==> config.mk <==
export PLATFORM = sky130hd
export DESIGN_NAME = mem_arbiter_flat
export DESIGN_NICKNAME = d
export VERILOG_FILES = /design/src/rtl/mem_arb_pkg.sv /design/src/rtl/mem_arb_if.sv /design/src/rtl/mem_arb_pick.sv /design/src/rtl/mem_arbiter.sv /design/src/flat_wrapper.sv
export SDC_FILE = /design/constraint.sdc
export NUM_CORES = 1
export LEC_CHECK = 0
export ABC_AREA = 1
export BUFFER_PORTS_ARGS = -buffer_cell sky130_fd_sc_hd__buf_2
export CAP_MARGIN = 10
export CORE_MARGIN = 4
export CORE_UTILIZATION = 30
export CTS_CLUSTER_SIZE = 40
export DETAILED_ROUTE_END_ITERATION = 12
export PLACE_DENSITY = 0.66
export SYNTH_ARGS = -nofsm -noshare
export SYNTH_HDL_FRONTEND = slang
export SYNTH_SLANG_ARGS = --single-unit
==> constraint.sdc <==
create_clock -name clk -period 1.4 [get_ports clk]
set_input_delay 0.42 -clock clk [delete_from_list [all_inputs] [get_ports clk]]
set_output_delay 0.42 -clock clk [all_outputs]
set_load 0.03 [all_outputs]
==> src/rtl/mem_arb_pkg.sv <==
// -----------------------------------------------------------------------------
// mem_arb_pkg
// Shared types and helpers for the unified memory-port arbiter.
//   arb_state_t : arbiter phase (IDLE, REQ = request on the memory bus,
//                 RESP = waiting for read data)
//   arb_owner_t : which requester owns the current transaction
//   cnt_width() : width of the timeout counter, never narrower than 1 bit
// -----------------------------------------------------------------------------
package mem_arb_pkg;

    typedef enum logic [1:0] {
        IDLE = 2'd0,
        REQ  = 2'd1,
        RESP = 2'd2
    } arb_state_t;

    typedef enum logic {
        OWN_FETCH = 1'b0,
        OWN_DATA  = 1'b1
    } arb_owner_t;

    // Bits needed to hold the values 0..max_count (minimum 1).
    function automatic int cnt_width(input int max_count);
        int w;
        w = $clog2(max_count + 1);
        return (w < 1) ? 1 : w;
    endfunction

endpackage

==> src/rtl/mem_arb_if.sv <==
// -----------------------------------------------------------------------------
// mem_arb_if
// Bundles the fetch port, the load/store port and the memory-side port of the
// arbiter.
//   Parameters : ADDR_W (address width), DATA_W (data width, byte enables are
//                DATA_W/8 wide)
//   Fetch      : if_req, if_addr -> if_gnt, if_rvalid, if_rdata, if_err
//   Data       : d_req, d_we, d_addr, d_wdata, d_be -> d_gnt, d_rvalid,
//                d_rdata, d_err
//   Memory     : mem_req, mem_we, mem_addr, mem_wdata, mem_be ->
//                mem_ready, mem_rvalid, mem_rdata
//   Modports   : master = arbiter side, slave = core + memory side
// -----------------------------------------------------------------------------
interface mem_arb_if #(
    parameter int ADDR_W = 32,
    parameter int DATA_W = 32
);
    localparam int BE_W = DATA_W / 8;

    // fetch port (read-only)
    logic              if_req;
    logic [ADDR_W-1:0] if_addr;
    logic              if_gnt;
    logic              if_rvalid;
    logic [DATA_W-1:0] if_rdata;
    logic              if_err;

    // load/store port
    logic              d_req;
    logic              d_we;
    logic [ADDR_W-1:0] d_addr;
    logic [DATA_W-1:0] d_wdata;
    logic [BE_W-1:0]   d_be;
    logic              d_gnt;
    logic              d_rvalid;
    logic [DATA_W-1:0] d_rdata;
    logic              d_err;

    // memory port
    logic              mem_req;
    logic              mem_we;
    logic [ADDR_W-1:0] mem_addr;
    logic [DATA_W-1:0] mem_wdata;
    logic [BE_W-1:0]   mem_be;
    logic              mem_ready;
    logic              mem_rvalid;
    logic [DATA_W-1:0] mem_rdata;

    modport master (
        input  if_req, if_addr,
        input  d_req, d_we, d_addr, d_wdata, d_be,
        input  mem_ready, mem_rvalid, mem_rdata,
        output if_gnt, if_rvalid, if_rdata, if_err,
        output d_gnt, d_rvalid, d_rdata, d_err,
        output mem_req, mem_we, mem_addr, mem_wdata, mem_be
    );

    modport slave (
        output if_req, if_addr,
        output d_req, d_we, d_addr, d_wdata, d_be,
        output mem_ready, mem_rvalid, mem_rdata,
        input  if_gnt, if_rvalid, if_rdata, if_err,
        input  d_gnt, d_rvalid, d_rdata, d_err,
        input  mem_req, mem_we, mem_addr, mem_wdata, mem_be
    );

endinterface

==> src/rtl/mem_arb_pick.sv <==
// -----------------------------------------------------------------------------
// mem_arb_pick
// Combinational owner selection for the arbiter.
//   i_if_req     : fetch request pending
//   i_d_req      : data request pending
//   i_last_owner : owner of the most recent grant
//   o_owner      : selected owner (meaningful when o_any_req)
//   o_any_req    : at least one request pending
// A lone request is always served. On a conflict the requester that was NOT
// granted last wins; tying i_last_owner to OWN_FETCH turns this into a fixed
// data-over-fetch priority.
// -----------------------------------------------------------------------------
module mem_arb_pick
    import mem_arb_pkg::*;
(
    input  logic       i_if_req,
    input  logic       i_d_req,
    input  arb_owner_t i_last_owner,
    output arb_owner_t o_owner,
    output logic       o_any_req
);

    always_comb begin
        o_any_req = i_if_req | i_d_req;
        o_owner   = OWN_FETCH;
        if (i_d_req && i_if_req) begin
            o_owner = (i_last_owner == OWN_DATA) ? OWN_FETCH : OWN_DATA;
        end else if (i_d_req) begin
            o_owner = OWN_DATA;
        end
    end

endmodule

==> src/rtl/mem_arbiter.sv <==
// -----------------------------------------------------------------------------
// mem_arbiter
// Shares one unified instruction/data memory port between the fetch stage and
// the load/store unit. One transaction outstanding at a time; a transaction
// that stays in REQ/RESP for TIMEOUT cycles is aborted with an err pulse.
//   Parameters : ADDR_W, DATA_W, TIMEOUT (0 disables the timeout)
//   Ports      : clk, rst (synchronous, active-high)
//                bus (mem_arb_if.master): fetch, load/store and memory ports
//   Build macro: MEM_ARB_RR_EN - when defined, conflicting requests alternate
//                (round-robin via a last-owner register); when undefined, data
//                always beats fetch and no last-owner register exists.
// -----------------------------------------------------------------------------
module mem_arbiter
    import mem_arb_pkg::*;
#(
    parameter int ADDR_W  = 32,
    parameter int DATA_W  = 32,
    parameter int TIMEOUT = 255
) (
    input  logic         clk,
    input  logic         rst,
    mem_arb_if.master    bus
);

    localparam int BE_W  = DATA_W / 8;
    localparam int CNT_W = cnt_width(TIMEOUT);
    localparam logic [CNT_W-1:0] CNT_LIMIT = CNT_W'(TIMEOUT);

    arb_state_t        r_state;
    arb_state_t        w_state_next;
    arb_owner_t        r_owner;
    arb_owner_t        w_pick_owner;
    arb_owner_t        w_last_owner;
    logic              w_any_req;

    logic              r_mem_req;
    logic              r_mem_we;
    logic [ADDR_W-1:0] r_mem_addr;
    logic [DATA_W-1:0] r_mem_wdata;
    logic [BE_W-1:0]   r_mem_be;
    logic [CNT_W-1:0]  r_cnt;

    logic              w_accept;
    logic              w_resp_done;
    logic              w_timeout;
    logic              w_load_latch;
    logic              w_cnt_expired;
    logic [BE_W-1:0]   w_be_pick;

`ifdef MEM_ARB_RR_EN
    arb_owner_t r_last_owner;

    // Starts as FETCH so that the first conflict goes to data.
    always_ff @(posedge clk) begin
        if (rst) begin
            r_last_owner <= OWN_FETCH;
        end else if (w_accept) begin
            r_last_owner <= r_owner;
        end
    end

    assign w_last_owner = r_last_owner;
`else
    // Constant FETCH makes the picker resolve every conflict to data.
    assign w_last_owner = OWN_FETCH;
`endif

    mem_arb_pick u_pick (
        .i_if_req     (bus.if_req),
        .i_d_req      (bus.d_req),
        .i_last_owner (w_last_owner),
        .o_owner      (w_pick_owner),
        .o_any_req    (w_any_req)
    );

    // Fetch transactions always read whole words.
    genvar gi;
    generate
        for (gi = 0; gi < BE_W; gi++) begin : g_be_lane
            assign w_be_pick[gi] = (w_pick_owner == OWN_DATA) ? bus.d_be[gi] : 1'b1;
        end
    endgenerate

    // The counter saturates at TIMEOUT, so a load accepted on the very last
    // cycle still gets one RESP cycle to return data before it is aborted.
    assign w_cnt_expired = (TIMEOUT > 0) && (r_cnt == CNT_LIMIT);

    always_comb begin
        w_state_next = r_state;
        w_accept     = 1'b0;
        w_resp_done  = 1'b0;
        w_timeout    = 1'b0;
        w_load_latch = 1'b0;
        case (r_state)
            IDLE: begin
                if (w_any_req) begin
                    w_load_latch = 1'b1;
                    w_state_next = REQ;
                end
            end
            REQ: begin
                // Acceptance is checked first: completion beats timeout.
                if (bus.mem_ready) begin
                    w_accept     = 1'b1;
                    w_state_next = r_mem_we ? IDLE : RESP;
                end else if (w_cnt_expired) begin
                    w_timeout    = 1'b1;
                    w_state_next = IDLE;
                end
            end
            RESP: begin
                if (bus.mem_rvalid) begin
                    w_resp_done  = 1'b1;
                    w_state_next = IDLE;
                end else if (w_cnt_expired) begin
                    w_timeout    = 1'b1;
                    w_state_next = IDLE;
                end
            end
            default: w_state_next = IDLE;
        endcase
    end

    always_ff @(posedge clk) begin
        if (rst) begin
            r_state     <= IDLE;
            r_owner     <= OWN_FETCH;
            r_mem_req   <= 1'b0;
            r_mem_we    <= 1'b0;
            r_mem_addr  <= '0;
            r_mem_wdata <= '0;
            r_mem_be    <= '0;
            r_cnt       <= '0;
        end else begin
            r_state   <= w_state_next;
            r_mem_req <= (w_state_next == REQ);
            if (w_load_latch) begin
                r_owner     <= w_pick_owner;
                r_mem_we    <= (w_pick_owner == OWN_DATA) && bus.d_we;
                r_mem_addr  <= (w_pick_owner == OWN_DATA) ? bus.d_addr : bus.if_addr;
                r_mem_wdata <= (w_pick_owner == OWN_DATA) ? bus.d_wdata : '0;
                r_mem_be    <= w_be_pick;
                r_cnt       <= '0;
            end else if ((r_state != IDLE) && (r_cnt != CNT_LIMIT)) begin
                r_cnt <= r_cnt + CNT_W'(1);
            end
        end
    end

    // Per-port pulses; forced low while reset is asserted so an in-flight
    // response arriving during reset is never forwarded.
    logic w_if_own, w_d_own, w_if_rvalid, w_d_rvalid;
    assign w_if_own    = !rst && (r_owner == OWN_FETCH);
    assign w_d_own     = !rst && (r_owner == OWN_DATA);
    assign w_if_rvalid = w_if_own && w_resp_done;
    assign w_d_rvalid  = w_d_own && w_resp_done;

    assign bus.if_gnt    = w_if_own && w_accept;
    assign bus.if_rvalid = w_if_rvalid;
    assign bus.if_rdata  = w_if_rvalid ? bus.mem_rdata : '0;
    assign bus.if_err    = w_if_own && w_timeout;

    assign bus.d_gnt     = w_d_own && w_accept;
    assign bus.d_rvalid  = w_d_rvalid;
    assign bus.d_rdata   = w_d_rvalid ? bus.mem_rdata : '0;
    assign bus.d_err     = w_d_own && w_timeout;

    assign bus.mem_req   = r_mem_req;
    assign bus.mem_we    = r_mem_we;
    assign bus.mem_addr  = r_mem_addr;
    assign bus.mem_wdata = r_mem_wdata;
    assign bus.mem_be    = r_mem_be;

endmodule
==> src/flat_wrapper.sv <==
// flat-port wrapper written by rule: the top's interface ports become plain ports
module mem_arbiter_flat import mem_arb_pkg::*;
#(
    parameter int ADDR_W  = 32,
    parameter int DATA_W  = 32,
    parameter int TIMEOUT = 255
)
  (clk, rst, bus_if_req, bus_if_addr, bus_d_req, bus_d_we, bus_d_addr, bus_d_wdata, bus_d_be, bus_mem_ready, bus_mem_rvalid, bus_mem_rdata, bus_if_gnt, bus_if_rvalid, bus_if_rdata, bus_if_err, bus_d_gnt, bus_d_rvalid, bus_d_rdata, bus_d_err, bus_mem_req, bus_mem_we, bus_mem_addr, bus_mem_wdata, bus_mem_be);
  mem_arb_if #(.ADDR_W(ADDR_W), .DATA_W(DATA_W)) bus_i ();
  input  logic clk;
  input  logic rst;
  input wire logic [$bits(bus_i.if_req)-1:0] bus_if_req;
  input wire logic [$bits(bus_i.if_addr)-1:0] bus_if_addr;
  input wire logic [$bits(bus_i.d_req)-1:0] bus_d_req;
  input wire logic [$bits(bus_i.d_we)-1:0] bus_d_we;
  input wire logic [$bits(bus_i.d_addr)-1:0] bus_d_addr;
  input wire logic [$bits(bus_i.d_wdata)-1:0] bus_d_wdata;
  input wire logic [$bits(bus_i.d_be)-1:0] bus_d_be;
  input wire logic [$bits(bus_i.mem_ready)-1:0] bus_mem_ready;
  input wire logic [$bits(bus_i.mem_rvalid)-1:0] bus_mem_rvalid;
  input wire logic [$bits(bus_i.mem_rdata)-1:0] bus_mem_rdata;
  output wire logic [$bits(bus_i.if_gnt)-1:0] bus_if_gnt;
  output wire logic [$bits(bus_i.if_rvalid)-1:0] bus_if_rvalid;
  output wire logic [$bits(bus_i.if_rdata)-1:0] bus_if_rdata;
  output wire logic [$bits(bus_i.if_err)-1:0] bus_if_err;
  output wire logic [$bits(bus_i.d_gnt)-1:0] bus_d_gnt;
  output wire logic [$bits(bus_i.d_rvalid)-1:0] bus_d_rvalid;
  output wire logic [$bits(bus_i.d_rdata)-1:0] bus_d_rdata;
  output wire logic [$bits(bus_i.d_err)-1:0] bus_d_err;
  output wire logic [$bits(bus_i.mem_req)-1:0] bus_mem_req;
  output wire logic [$bits(bus_i.mem_we)-1:0] bus_mem_we;
  output wire logic [$bits(bus_i.mem_addr)-1:0] bus_mem_addr;
  output wire logic [$bits(bus_i.mem_wdata)-1:0] bus_mem_wdata;
  output wire logic [$bits(bus_i.mem_be)-1:0] bus_mem_be;
  assign bus_i.if_req = bus_if_req;
  assign bus_i.if_addr = bus_if_addr;
  assign bus_i.d_req = bus_d_req;
  assign bus_i.d_we = bus_d_we;
  assign bus_i.d_addr = bus_d_addr;
  assign bus_i.d_wdata = bus_d_wdata;
  assign bus_i.d_be = bus_d_be;
  assign bus_i.mem_ready = bus_mem_ready;
  assign bus_i.mem_rvalid = bus_mem_rvalid;
  assign bus_i.mem_rdata = bus_mem_rdata;
  assign bus_if_gnt = bus_i.if_gnt;
  assign bus_if_rvalid = bus_i.if_rvalid;
  assign bus_if_rdata = bus_i.if_rdata;
  assign bus_if_err = bus_i.if_err;
  assign bus_d_gnt = bus_i.d_gnt;
  assign bus_d_rvalid = bus_i.d_rvalid;
  assign bus_d_rdata = bus_i.d_rdata;
  assign bus_d_err = bus_i.d_err;
  assign bus_mem_req = bus_i.mem_req;
  assign bus_mem_we = bus_i.mem_we;
  assign bus_mem_addr = bus_i.mem_addr;
  assign bus_mem_wdata = bus_i.mem_wdata;
  assign bus_mem_be = bus_i.mem_be;
  mem_arbiter #(.ADDR_W(ADDR_W), .DATA_W(DATA_W), .TIMEOUT(TIMEOUT)) u_core (.clk(clk), .rst(rst), .bus(bus_i));
endmodule
# [Yosys cells after proc, flatten, opt, wreduce, memory -nomap -nowiden]
# Index checks and enable logic that the tools add are counted.
[word_totals] register_bits=81 out_inout_bits=140
[classes] eq_ne=5 n_bitwise=2 n_reduce_logical=15 add_sub_neg=1 mux=26
[ops] operator="2-to-1 mux 32 bit" n=4
[ops] operator="2-to-1 mux 1 bit" n=15
[ops] operator="logical AND 1 bit" n=11
[ops] operator="2-to-1 mux 2 bit" n=5
[ops] operator="adder 8 x 1 -> 8 bit, second input constant" n=1
[ops] operator="equality test 8 bit, second input constant" n=1
[ops] operator="!= test 8 bit, second input constant" n=1
[ops] operator="case mux 2 bit (3 select lines)" n=1
[ops] operator="equality test 2 x 1 -> 1 bit, second input constant" n=2
[ops] operator="equality test 2 bit, second input constant" n=1
[ops] operator="logical NOT 2 bit" n=1
[ops] operator="case mux 1 bit (2 select lines)" n=1
[ops] operator="nonzero test 2 bit" n=1
[ops] operator="OR reduction 2 bit" n=1
[ops] operator="logical NOT 1 bit" n=1
[ops] operator="NOT 1 bit" n=1
[ops] operator="bitwise OR 1 bit" n=1

# [Logic depth before layout (Yosys ltp)]
[depth] depth_word=5 mapped_depth=9 ltp_nobuf=9

# [Modules after synthesis]
# A second synthesis with hierarchy kept.
[hier_totals] hier_cells=494 hier_area_um2=3978.8
[by_module_without_submodules] mod="mem_arbiter" n_inst=1 area_each_um2=3963.8 cells_per_inst=491
[by_module_without_submodules] mod="mem_arb_pick" n_inst=1 area_each_um2=15.0 cells_per_inst=3

# [Worst setup path after synthesis]
# No wires, ideal clock.
[synth_timing] path_type="reg-to-output" startpoint="reg u_core.r_state[0]" endpoint="out bus_d_rdata[10]" path_stages_with_launch=8 slack_ps=-892 t_arrival_ps=1872 n_path_buf=1 cell_sequence="dfxtp_1 > inv_1 > ha_1 > nand2_1 > nor2_1 > inv_1 > buf_6 > nor2_1"
[synth_via] elab_chain_cells=4
[synth_lines] element="from (decl)" line="mem_arbiter.sv:29" rtl="arb_state_t r_state;"
[synth_lines] element="from (signal assigned)" line="mem_arbiter.sv:135" rtl="r_state <= w_state_next;"
[synth_lines] element="equality test 2 bit" line="mem_arbiter.sv:94" rtl="case (r_state)"
[synth_lines] element="2-to-1 mux 1 bit" line="mem_arbiter.sv:94"
[synth_lines] element="logical AND 1 bit" line="mem_arbiter.sv:156" rtl="assign w_d_rvalid = w_d_own && w_resp_done;"
[synth_lines] element="via bus_d_rvalid" line="flat_wrapper.sv:27" rtl="output wire logic [$bits(bus_i.d_rvalid)-1:0] bus_d_rvalid;"
[synth_lines] element="2-to-1 mux 32 bit" line="mem_arbiter.sv:165" rtl="assign bus.d_rdata = w_d_rvalid ? bus.mem_rdata : '0;"
[synth_lines] element="to (decl)" line="flat_wrapper.sv:28" rtl="output wire logic [$bits(bus_i.d_rdata)-1:0] bus_d_rdata;"
# The timed path passes the listed nets, and every way through them passes these cells.

# [Final worst setup path]
[layout_timing] startpoint="reg u_core.r_state[0]" endpoint="out bus_d_rdata[25]"
[layout_via] elab_chain_cells=4
[layout_lines] element="equality test 2 bit" line="mem_arbiter.sv:94"
[layout_lines] element="2-to-1 mux 1 bit" line="mem_arbiter.sv:94"
[layout_lines] element="logical AND 1 bit" line="mem_arbiter.sv:156"
[layout_lines] element="2-to-1 mux 32 bit" line="mem_arbiter.sv:165"
# Every way passes these cells.

==> impl_metrics.py <==
metrics = {
    "critical_path": {
        "cp.arrival_ns": 1.56,
        "worstPathRequired_ns": 0.98,
        "cp-end-kind": "output port",
        "critPathKind": "reg2out",
        "cp-start-kind": "flop",
        "crit_fanout": 7,
    },
    "cts": {
        "clkTransAtPathRegs_ns": 0.06,
        "htreeDepth": 3,
        "cts.sinks": 81,
        "cts_buffers": 9,
        "cts_tree": "yes",
        "root_buffer": "clkbuf_16",
        "clk_latency_ns": 0.34,
        "cts.path.max_buffers": 2,
    },
    "die": {
        "core_area_sq_mm": 0.01221,
        "chipHeight_microns": 120.5,
        "dieArea_sq_mm": 0.01451,
        "die_width_microns": 120.5,
        "initial_core_util_pct": 31.08,
        "boundaryPins": 279,
        "rows": 40,
    },
    "sta": {
        "rsz0062_at_grt": "true",
        "finalSetupViolations": 112,
        "timing.fmax_mhz": 505.9,
        "slew_viol_final": 0,
        "relSlewSlack_pct": 75.40,
        "setup_tns_ns": -39.61,
        "layout_min_cycle_time_ns": 1.977,
        "finClkSkew_ns": 0.01320,
        "hold_violations": 0,
        "period_share_pct": 141.2,
        "fin_ws_ns": -0.5767,
        "worstMarginPinSlew_ns": 0.3690,
    },
    "detailed_routing": {
        "ant_nets": 0,
        "drt-initial-drc-count": 142,
        "post_drt_via_cell_ratio": 4.537,
        "wirelength_mm": 15.50,
        "drc": 0,
        "wl_per_cell_microns": 14.83,
        "drt_first_pass_iters": 4,
        "vias": 4741,
    },
    "synthesis": {
        "ys.warnings.count": 0,
        "ys_seq_area_share_pct": 42.73,
        "synth.avg_cell_area_sq_um": 6.875,
        "synth_area_sq_mm": 0.003795,
        "syn_nets": 696,
        "synth_cells": 552,
        "synth_seq_cells": 81,
        "synth_cell_type_count": 26,
    },
    "global_route": {
        "antenna_found_initial": 1,
        "grt_max_degree": 39,
        "grt_overflow": 0,
        "grt_pass1_wl_mm": 22.85,
        "grt_use_total_pct": 19.58,
        "grt_pass1_vias": 4582,
    },
    "finish": {
        "multiInputGateArea_sq_mm": 0.002292,
        "final_cell_mix": "buf_2, nand2_1, inv_1",
        "final_common_cell": "buf_2",
        "nNetsFinal": 1015,
        "finish.utilization_pct": 60.95,
        "area_growth_pct": 96.14,
        "fillers": 1087,
        "seq_area_sq_mm": 0.001632,
        "layout-drive-gt1-share_pct": 52.97,
    },
    "status": {
        "status": "complete, but fails checks",
        "violations": "setup timing",
    },
    "power_and_ir_drop": {
        "power_density_mw_per_mm2": 1047,
        "ir_drop_uv": 671.4,
        "power.leakage_nw": 3.688,
    },
    "run": {
        "max-cap-violations": 0,
    },
    "placed_design": {
        "portBuffers": 278,
        "detailed_place_hpwl_mm": 10.26,
        "place_congestion": 0.7906,
    },
    "min_path": {
        "hold_class": "in2reg",
    },
}
-- critical path, cell delays in order (launching register included) --
cell       delay [ns]
dfxtp_4          0.36
inv_4            0.06
ha_4             0.13
nand2_4          0.06
nor2_4           0.11
inv_4            0.09
clkbuf_16        0.19
nor2_4           0.09
buf_6            0.14
-- final timing paths --
path / start / to / slack (ns) / cells past startpoint
max: u_core.r_state[0] / bus_d_rdata[25] / -0.58 / 8
min: bus_d_be[1] / u_core.bus.mem_be[1] / 0.31 / 3
max reg2reg: u_core.r_state[0] / u_core.r_owner / -0.12 / 8
min reg2reg: u_core.bus.mem_wdata[25] / u_core.bus.mem_wdata[25] / 0.45 / 2
-- synth_stat cells --
cell type	n	area, sq um
nand2_2	2	12.51
clkbuf_1	9	33.78
nand3_4	1	17.52
nor2_2	1	6.260
nor4_1	2	12.51
nor2_8	2	40.04
o21ai_1	28	140.1
buf_6	8	90.09
buf_2	10	50.05
or2_2	1	6.260
a31oi_1	32	200.2
nand3_1	6	30.03
inv_1	85	319.1
nor2_1	85	319.1
nor2_4	1	11.26
ha_1	5	62.56
nand4_1	1	6.260
xor2_1	3	26.28
o21ai_0	45	225.2
a21oi_1	6	30.03
o22ai_1	1	6.260
inv_2	3	11.26
nor3_1	2	10.01
dfxtp_1	81	1622
buf_4	3	22.52
nand2_1	129	484.2
-- state kept, by name, indices dropped and copies added (netlist names) --
register,flops
u_core.bus.mem_be,4
u_core.r_cnt,8
u_core.bus.mem_req,1
u_core.bus.mem_addr,32
u_core.r_owner,1
u_core.r_state,2
u_core.bus.mem_wdata,32
u_core.bus.mem_we,1
-- through the flow --
step,hold slack [ns],cells,worst slack (ns),total power [mW],instance area (sq um)
global placement,0.4356,1006,-0.4326,5.140,6221
floorplan,0.4586,552,-0.2956,4.302,4437
global route,0.3123,1045,-0.6470,8.199,7443
finish,0.3091,1045,-0.5767,7.793,7443
CTS,0.2995,1035,-0.5814,7.770,7217
detailed placement,0.4467,1006,-0.4446,5.149,6221
-- cells by family (layout without fill, tap and decap cells) --
family                     after synthesis  in the layout  share of synthesized area (%)
DFF                                     81             81                          42.73
other                                    0              1                              0
buffers and inverters                  118            442                          13.88
xor gates and xnor gates                 3              3                         0.6925
and+or+nand+nor                        233            233                          25.19
adders and majority gates                5              5                          1.649
AOI/OAI and AO/OA                      112            112                          15.86
-- power by group --
| group | switching [mW] | internal [mW] |
|---|---|---|
| clock network | 0.985 | 1.21 |
| logic | 1.72 | 1.11 |
| registers | 0.155 | 2.62 |
| total | 2.86 | 4.94 |
-- routing by layer --
layer / wire length (microns) / global-route usage, % / up-vias
li1: - / - / 2369
met1: 6055 / 23.24 / 2128
met2: 7812 / 34.58 / 221
met3: 1278 / 3.882 / 23
met4: 351 / 7.720 / 0
met5: 0 / 0 / -
-- layout make-up --
| class | instances | share of cell area (%) |
|---|---|---|
| Multi-Input combinational cell | 353 | 30.80 |
| Tap cell | 168 | 2.824 |
| Clock buffer | 9 | 3.026 |
| Clock inverter | 7 | 0.7060 |
| Antenna cell | 1 | 0.03362 |
| Sequential cell | 81 | 21.92 |
| Inverter | 88 | 4.757 |
| Timing Repair Buffer | 338 | 35.94 |
-- timing repair --
action,4_1_cts,5_1_grt
buffers inserted,8,4
gates resized for setup,167,26
cloned,6,7
setup endpoints to repair,147,151
pin swaps,8,3
hold buffers,0,0
(Power assumes the default switching activity.)
